`src/rtl/sap_pkg.sv`:
```
// Shared SAP-1 definitions: control-word bit positions, opcodes and default widths.
// The controller imports the same bit indices so both ends of the control word agree.
package sap_pkg;

    localparam int SAP_DATA_W = 8;
    localparam int SAP_ADDR_W = 4;
    localparam int SAP_CTRL_W = 16;

    localparam int C_HLT = 0;
    localparam int C_MI  = 1;
    localparam int C_RO  = 2;
    localparam int C_RI  = 3;
    localparam int C_IO  = 4;
    localparam int C_II  = 5;
    localparam int C_AO  = 6;
    localparam int C_AI  = 7;
    localparam int C_EO  = 8;
    localparam int C_SU  = 9;
    localparam int C_BI  = 10;
    localparam int C_OI  = 11;
    localparam int C_CE  = 12;
    localparam int C_CO  = 13;
    localparam int C_J   = 14;
    localparam int C_FI  = 15;

    typedef enum logic [3:0] {
        OP_NOP = 4'h0,
        OP_LDA = 4'h1,
        OP_ADD = 4'h2,
        OP_SUB = 4'h3,
        OP_STA = 4'h4,
        OP_LDI = 4'h5,
        OP_JMP = 4'h6,
        OP_JC  = 4'h7,
        OP_JZ  = 4'h8,
        OP_OUT = 4'hE,
        OP_HLT = 4'hF
    } opcode_e;

endpackage

```
`src/rtl/sap_alu.sv`:
```
// Combinational SAP-1 adder/subtractor; subtract uses two's complement of B,
// so carry=1 on subtract means no borrow.
module sap_alu
    import sap_pkg::*;
#(
    parameter int DATA_W = SAP_DATA_W
) (
    input  logic [DATA_W-1:0] i_a,
    input  logic [DATA_W-1:0] i_b,
    input  logic              i_sub,
    output logic [DATA_W-1:0] o_result,
    output logic              o_carry,
    output logic              o_zero
);

    logic [DATA_W:0] w_b_op;
    logic [DATA_W:0] w_sum;

    assign w_b_op   = i_sub ? ({1'b0, ~i_b} + (DATA_W+1)'(1)) : {1'b0, i_b};
    assign w_sum    = {1'b0, i_a} + w_b_op;
    assign o_result = w_sum[DATA_W-1:0];
    assign o_carry  = w_sum[DATA_W];
    assign o_zero   = (w_sum[DATA_W-1:0] == '0);

endmodule

```
`src/rtl/sap_datapath.sv`:
```
// SAP-1 datapath: shared bus, PC/MAR/RAM/IR/A/B/OUT/flags, driven by the controller's
// control word, with a program-load port for filling RAM before execution.
module sap_datapath
    import sap_pkg::*;
#(
    parameter int DATA_W = SAP_DATA_W,
    parameter int ADDR_W = SAP_ADDR_W
) (
    input  logic                  clk,
    input  logic                  rst_n,
    input  logic [SAP_CTRL_W-1:0] ctrl,
    output logic [3:0]            opcode,
    output logic                  flag_c,
    output logic                  flag_z,
    output logic [DATA_W-1:0]     out_data,
    output logic                  out_valid,
    output logic                  halted,
    output logic                  bus_conflict,
    input  logic                  prog_en,
    input  logic                  prog_we,
    input  logic [ADDR_W-1:0]     prog_addr,
    input  logic [DATA_W-1:0]     prog_data,
    output logic [DATA_W-1:0]     bus_dbg
);

    localparam int DEPTH = 2**ADDR_W;

    logic [ADDR_W-1:0] r_pc;
    logic [ADDR_W-1:0] r_mar;
    logic [DATA_W-1:0] r_ir;
    logic [DATA_W-1:0] r_a;
    logic [DATA_W-1:0] r_b;
    logic [DATA_W-1:0] r_out;
    logic              r_flag_c;
    logic              r_flag_z;
    logic              r_out_valid;
    logic              r_halted;
    logic              r_conflict;
    logic [DATA_W-1:0] r_ram [DEPTH];

    logic [SAP_CTRL_W-1:0] w_ctrl;
    logic [4:0]            w_drv;
    logic                  w_conflict;
    logic                  w_ld;
    logic [DATA_W-1:0]     w_bus;
    logic [DATA_W-1:0]     w_alu_result;
    logic                  w_alu_carry;
    logic                  w_alu_zero;
    logic                  w_ram_we;
    logic [ADDR_W-1:0]     w_ram_addr;
    logic [DATA_W-1:0]     w_ram_wdata;

    // Program mode masks the whole control word, so the exit edge cannot load anything.
    assign w_ctrl     = prog_en ? '0 : ctrl;
    assign w_drv      = {w_ctrl[C_EO], w_ctrl[C_AO], w_ctrl[C_IO], w_ctrl[C_RO], w_ctrl[C_CO]};
    assign w_conflict = (w_drv & (w_drv - 5'd1)) != 5'd0;
    assign w_ld       = ~r_halted;

    sap_alu #(
        .DATA_W (DATA_W)
    ) u_alu (
        .i_a      (r_a),
        .i_b      (r_b),
        .i_sub    (w_ctrl[C_SU]),
        .o_result (w_alu_result),
        .o_carry  (w_alu_carry),
        .o_zero   (w_alu_zero)
    );

    // Anything other than exactly one driver leaves the bus at zero.
    always_comb begin
        w_bus = '0;
        case (w_drv)
            5'b00001: w_bus = {{(DATA_W-ADDR_W){1'b0}}, r_pc};
            5'b00010: w_bus = r_ram[r_mar];
            5'b00100: w_bus = {{(DATA_W-4){1'b0}}, r_ir[3:0]};
            5'b01000: w_bus = r_a;
            5'b10000: w_bus = w_alu_result;
            default:  w_bus = '0;
        endcase
    end

    assign w_ram_we    = (prog_en & prog_we) | (w_ld & w_ctrl[C_RI]);
    assign w_ram_addr  = prog_en ? prog_addr : r_mar;
    assign w_ram_wdata = prog_en ? prog_data : w_bus;

    always_ff @(posedge clk) begin
        if (w_ram_we) begin
            r_ram[w_ram_addr] <= w_ram_wdata;
        end
    end

    always_ff @(posedge clk or negedge rst_n) begin
        if (!rst_n) begin
            r_pc        <= '0;
            r_mar       <= '0;
            r_ir        <= '0;
            r_a         <= '0;
            r_b         <= '0;
            r_out       <= '0;
            r_flag_c    <= 1'b0;
            r_flag_z    <= 1'b0;
            r_out_valid <= 1'b0;
            r_halted    <= 1'b0;
            r_conflict  <= 1'b0;
        end else begin
            r_out_valid <= w_ld & w_ctrl[C_OI];
            if (w_conflict)     r_conflict <= 1'b1;
            if (w_ctrl[C_HLT])  r_halted   <= 1'b1;
            if (w_ld) begin
                if (w_ctrl[C_MI]) r_mar <= w_bus[ADDR_W-1:0];
                if (w_ctrl[C_II]) r_ir  <= w_bus;
                if (w_ctrl[C_AI]) r_a   <= w_bus;
                if (w_ctrl[C_BI]) r_b   <= w_bus;
                if (w_ctrl[C_OI]) r_out <= w_bus;
                if (w_ctrl[C_J]) begin
                    r_pc <= w_bus[ADDR_W-1:0];
                end else if (w_ctrl[C_CE]) begin
                    r_pc <= r_pc + ADDR_W'(1);
                end
                if (w_ctrl[C_FI]) begin
                    r_flag_c <= w_alu_carry;
                    r_flag_z <= w_alu_zero;
                end
            end
        end
    end

    assign opcode       = r_ir[DATA_W-1 -: 4];
    assign flag_c       = r_flag_c;
    assign flag_z       = r_flag_z;
    assign out_data     = r_out;
    assign out_valid    = r_out_valid;
    assign halted       = r_halted;
    assign bus_conflict = r_conflict;
    assign bus_dbg      = w_bus;

endmodule

```
`config.mk`:
```
export PLATFORM = sky130hd
export DESIGN_NAME = sap_datapath
export DESIGN_NICKNAME = d
export VERILOG_FILES = /design/src/rtl/sap_pkg.sv /design/src/rtl/sap_alu.sv /design/src/rtl/sap_datapath.sv
export SDC_FILE = /design/constraint.sdc
export NUM_CORES = 1
export LEC_CHECK = 0
export BUFFER_PORTS_ARGS = -buffer_cell sky130_fd_sc_hd__buf_4
export CORE_MARGIN = 4
export CORE_UTILIZATION = 50
export DETAILED_ROUTE_END_ITERATION = 6
export PLACE_DENSITY = 0.74
export SLEW_MARGIN = 40
export SYNTH_ARGS = -nofsm -noshare
export SYNTH_HDL_FRONTEND = slang
export SYNTH_SLANG_ARGS = --single-unit
```
`constraint.sdc`:
```
create_clock -name clk -period 3.7 [get_ports clk]
set_input_delay 0.74 -clock clk [delete_from_list [all_inputs] [get_ports clk]]
set_output_delay 0.74 -clock clk [all_outputs]
set_load 0.01 [all_outputs]
```
==> results.toml <==
[run_status]
status = "complete, but fails checks"
violations = "negative setup slack"

[sta]
slew_headroom_pct = 49.79
worst_pin_slew_ns = 0.7532
clock_skew_ns = 0.02237
fin_ws_ns = -0.2122
rsz0062_at_grt = "yes"
maxSlewViolCount = 0
setup_viol = 5
min_period_over_period_pct = 105.7
hold_violations = 0
fmax_mhz = 255.6
period_needed_ns = 3.912

[placed_design]
dp.cells = 857
dp.final_hpwl_mm = 13.63
port-buffer-count = 56
pre_cts_ws_ns = -0.09690
gp_congestion = 0.8526

[pwr]
powerDensity_mw_per_mm2 = 441.3
peakVddDrop_uv = 464.3
p_leak_nw = 3.668

[global_route]
grt_max_degree = 46
overflow = 0
antenna_found_initial = 0
grt_pass1_vias = 5560
grt_pass1_wl_mm = 30.71
grtUsageTotal_pct = 22.75

[routing]
via_per_inst = 5.984
dr.pass1.iters = 5
drc = 0
routed_wl_mm = 20.34
drtIter0Drc = 670
wire_per_inst_um = 22.31
ant_nets = 0
vias = 5457

[critical_path]
r2r-end = "flag_z$_DFFE_PN0P_"
crit_path_start_kind = "flip-flop"
required_ns = 2.96
endpoint = "bus_dbg[7]"
r2r_cells = 19
critPathMaxFanout = 6
end_kind = "output port"
reg2reg_slack_ns = -0.18
worst_ep_arrival_time_ns = 3.17
worstSetupPathType = "flip-flop to output port"
startpoint = "r_b[1]$_DFFE_PN0P_"
rr_startpoint = "r_b[3]$_DFFE_PN0P_"

[synthesis]
syn_area_mm2 = 0.007926
ys.flop_type = "edfxtp_1"
synth_seq_area_share_pct = 62.70
syn-mean-instance-area_um2 = 14.13
synth_cell_type_count = 71
syn_nets = 604
yosysWarnings = 0
ys_ff_latch = 173
async_reset_ff_share_pct = 26.01
syn_inst = 561
synth-edff-count = 128

[clocking]
cts-htree-levels = 4
cts_tree = "done"
clk_latency_ns = 0.44
cts_buffers = 17
cts_hold_buf = 0
cts_sinks = 173
cts_buffer_depth = 2
clk_pin_slew_worst_paths_ns = 0.08
cts-root-buf = "clkbuf_16"

[finish]
finalNonFillerCells = 912
antenna_cells = 0
syn_to_final_growth_pct = 24.29
layout-drive-gt1-share_pct = 35.09
fin_nets = 731

[die]
core-area_mm2 = 0.01537
initial_core_util_pct = 51.57
die_w_um = 133.9
die_h_um = 133.9
row_count = 45
ioPinCount = 57
die_area_mm2 = 0.01793

[hold_path]
hold_class = "input port to async pin"

[job]
cap_violations = 0
## cell usage after synthesis (3+ instances only)
cell type | number | area share [%]
inv_1 | 22 | 1.0
clkbuf_1 | 11 | 0.52
o21ai_1 | 6 | 0.38
ha_1 | 10 | 1.6
dfrtp_1 | 45 | 14
mux4_2 | 28 | 8.0
nand4_1 | 5 | 0.39
a21oi_1 | 18 | 1.1
o31ai_1 | 6 | 0.57
nand3_1 | 17 | 1.1
mux2i_1 | 12 | 1.5
xnor2_1 | 7 | 0.77
and2_1 | 3 | 0.24
o32a_1 | 3 | 0.38
o21ai_0 | 30 | 1.9
nor2_1 | 47 | 2.2
mux4_1 | 6 | 2.0
a31oi_1 | 7 | 0.55
o22ai_1 | 6 | 0.47
a21o_1 | 3 | 0.28
mux2_2 | 4 | 0.57
nand3b_1 | 4 | 0.38
nor2b_1 | 9 | 0.71
buf_2 | 5 | 0.32
nand2b_1 | 5 | 0.39
nor3_1 | 5 | 0.32
buf_4 | 5 | 0.47
edfxtp_1 | 128 | 48
nand2_1 | 49 | 2.3
o41ai_1 | 3 | 0.33
and2_0 | 3 | 0.24
## placed cells by master, fill, tap and decap left out, types with 5 or more instances in the layout
cell / n
a21oi_1: 10
edfxtp_1: 128
nor2_1: 46
inv_1: 18
dfrtp_1: 44
nor3_1: 5
nand2_1: 47
o31ai_1: 5
o21ai_0: 27
clkbuf_16: 17
nor2b_1: 8
o21ai_1: 7
a31oi_1: 7
buf_4: 127
ha_1: 7
buf_6: 6
o22ai_1: 6
mux4_2: 28
mux4_1: 6
xnor2_1: 5
inv_8: 5
a21oi_2: 8
nand4_1: 5
mux2i_1: 12
nand3_1: 16
## per-stage QoR
stage               cell area [um2]  power [mW]  util [%]  setup TNS, ns  hold WS, ns
floorplan                      7926       2.366         -        -0.1112       0.4444
global placement               8875       2.494     57.74      -0.001674       0.4616
detailed placement             8894       2.509     57.86         -1.650       0.4709
CTS                            9646       4.337     62.75        -0.7269       0.3191
global route                   9852       4.497     64.09         -1.814       0.3558
finish                         9852       4.348     64.09        -0.7556       0.3087
## worst max-delay path: stages (launching register included)
cell and delay, ns:
dfrtp_1 0.41, inv_2 0.09, ha_4 0.12, or3b_4 0.40
o31ai_4 0.20, xnor2_1 0.16, ha_1 0.28, buf_6 0.14
o21a_1 0.10, and4b_1 0.21, a221oi_2 0.30, nand4_2 0.16
buf_6 0.15
## area by class of cell
| class | count | area [um2] |
|---|---|---|
| fill | 1060 | 5519 |
| sequential | 173 | 4974 |
| multi-input combinational | 341 | 2934 |
| timing repair buffer | 133 | 1021 |
| clock buffer | 17 | 425.4 |
| tap | 211 | 264.0 |
| clock inverter | 15 | 151.4 |
| inverter | 22 | 82.58 |
## power by group
part           internal, mW  switching [mW]
sequential             2.13          0.0349
clock                 0.954           0.809
combinational         0.205           0.214
## registers in the layout, summed over array words and instances (netlist names)
signal / flops
r_b: 8
flag_c: 1
r_a: 8
r_ram: 128
halted: 1
flag_z: 1
out_data: 8
bus_conflict: 1
r_pc: 4
r_mar: 4
out_valid: 1
r_ir: 8
## worst min-delay path by stage
stage	start	to	slack, ns	cells past startpoint
2_1_floorplan	rst_n	bus_conflict$_DFFE_PN0P_	0.44	0
3_5_place_dp	r_ir[3]$_DFFE_PN0P_	r_ir[3]$_DFFE_PN0P_	0.47	2
4_1_cts	rst_n	out_data[6]$_DFFE_PN0P_	0.32	1
5_1_grt	rst_n	out_data[6]$_DFFE_PN0P_	0.36	1
6_report	rst_n	out_data[6]$_DFFE_PN0P_	0.31	1
3_3_place_gp	r_ir[1]$_DFFE_PN0P_	r_ir[1]$_DFFE_PN0P_	0.46	2
## cell families (layout without fill, tap and decap cells)
| kind of cell | after synthesis | in the layout | synth area share [%] |
|---|---|---|---|
| buffers and inverters | 47 | 187 | 2.841 |
| adders and majority gates | 12 | 12 | 1.957 |
| AOI/OAI and AO/OA | 105 | 105 | 8.872 |
| xor gates and xnor gates | 8 | 8 | 0.8840 |
| DFF | 173 | 173 | 62.70 |
| muxes | 50 | 50 | 12.03 |
| and+or+nand+nor | 166 | 166 | 10.72 |
## routing by layer
metal / global-route usage, % / vias up / wire length, um
met5: 0 / - / 0
met4: 9.371 / 0 / 516
met3: 4.876 / 43 / 1206
met2: 39.64 / 240 / 10660
met1: 27.61 / 2753 / 7964
li1: - / 2421 / -
## timing repair
item / CTS / global route
buffers inserted: 14 / 9
endpoints found under the setup margin: 4 / 8
gates resized for setup: 20 / 27
pin swaps: 11 / 16
(Power assumes the default switching activity.)
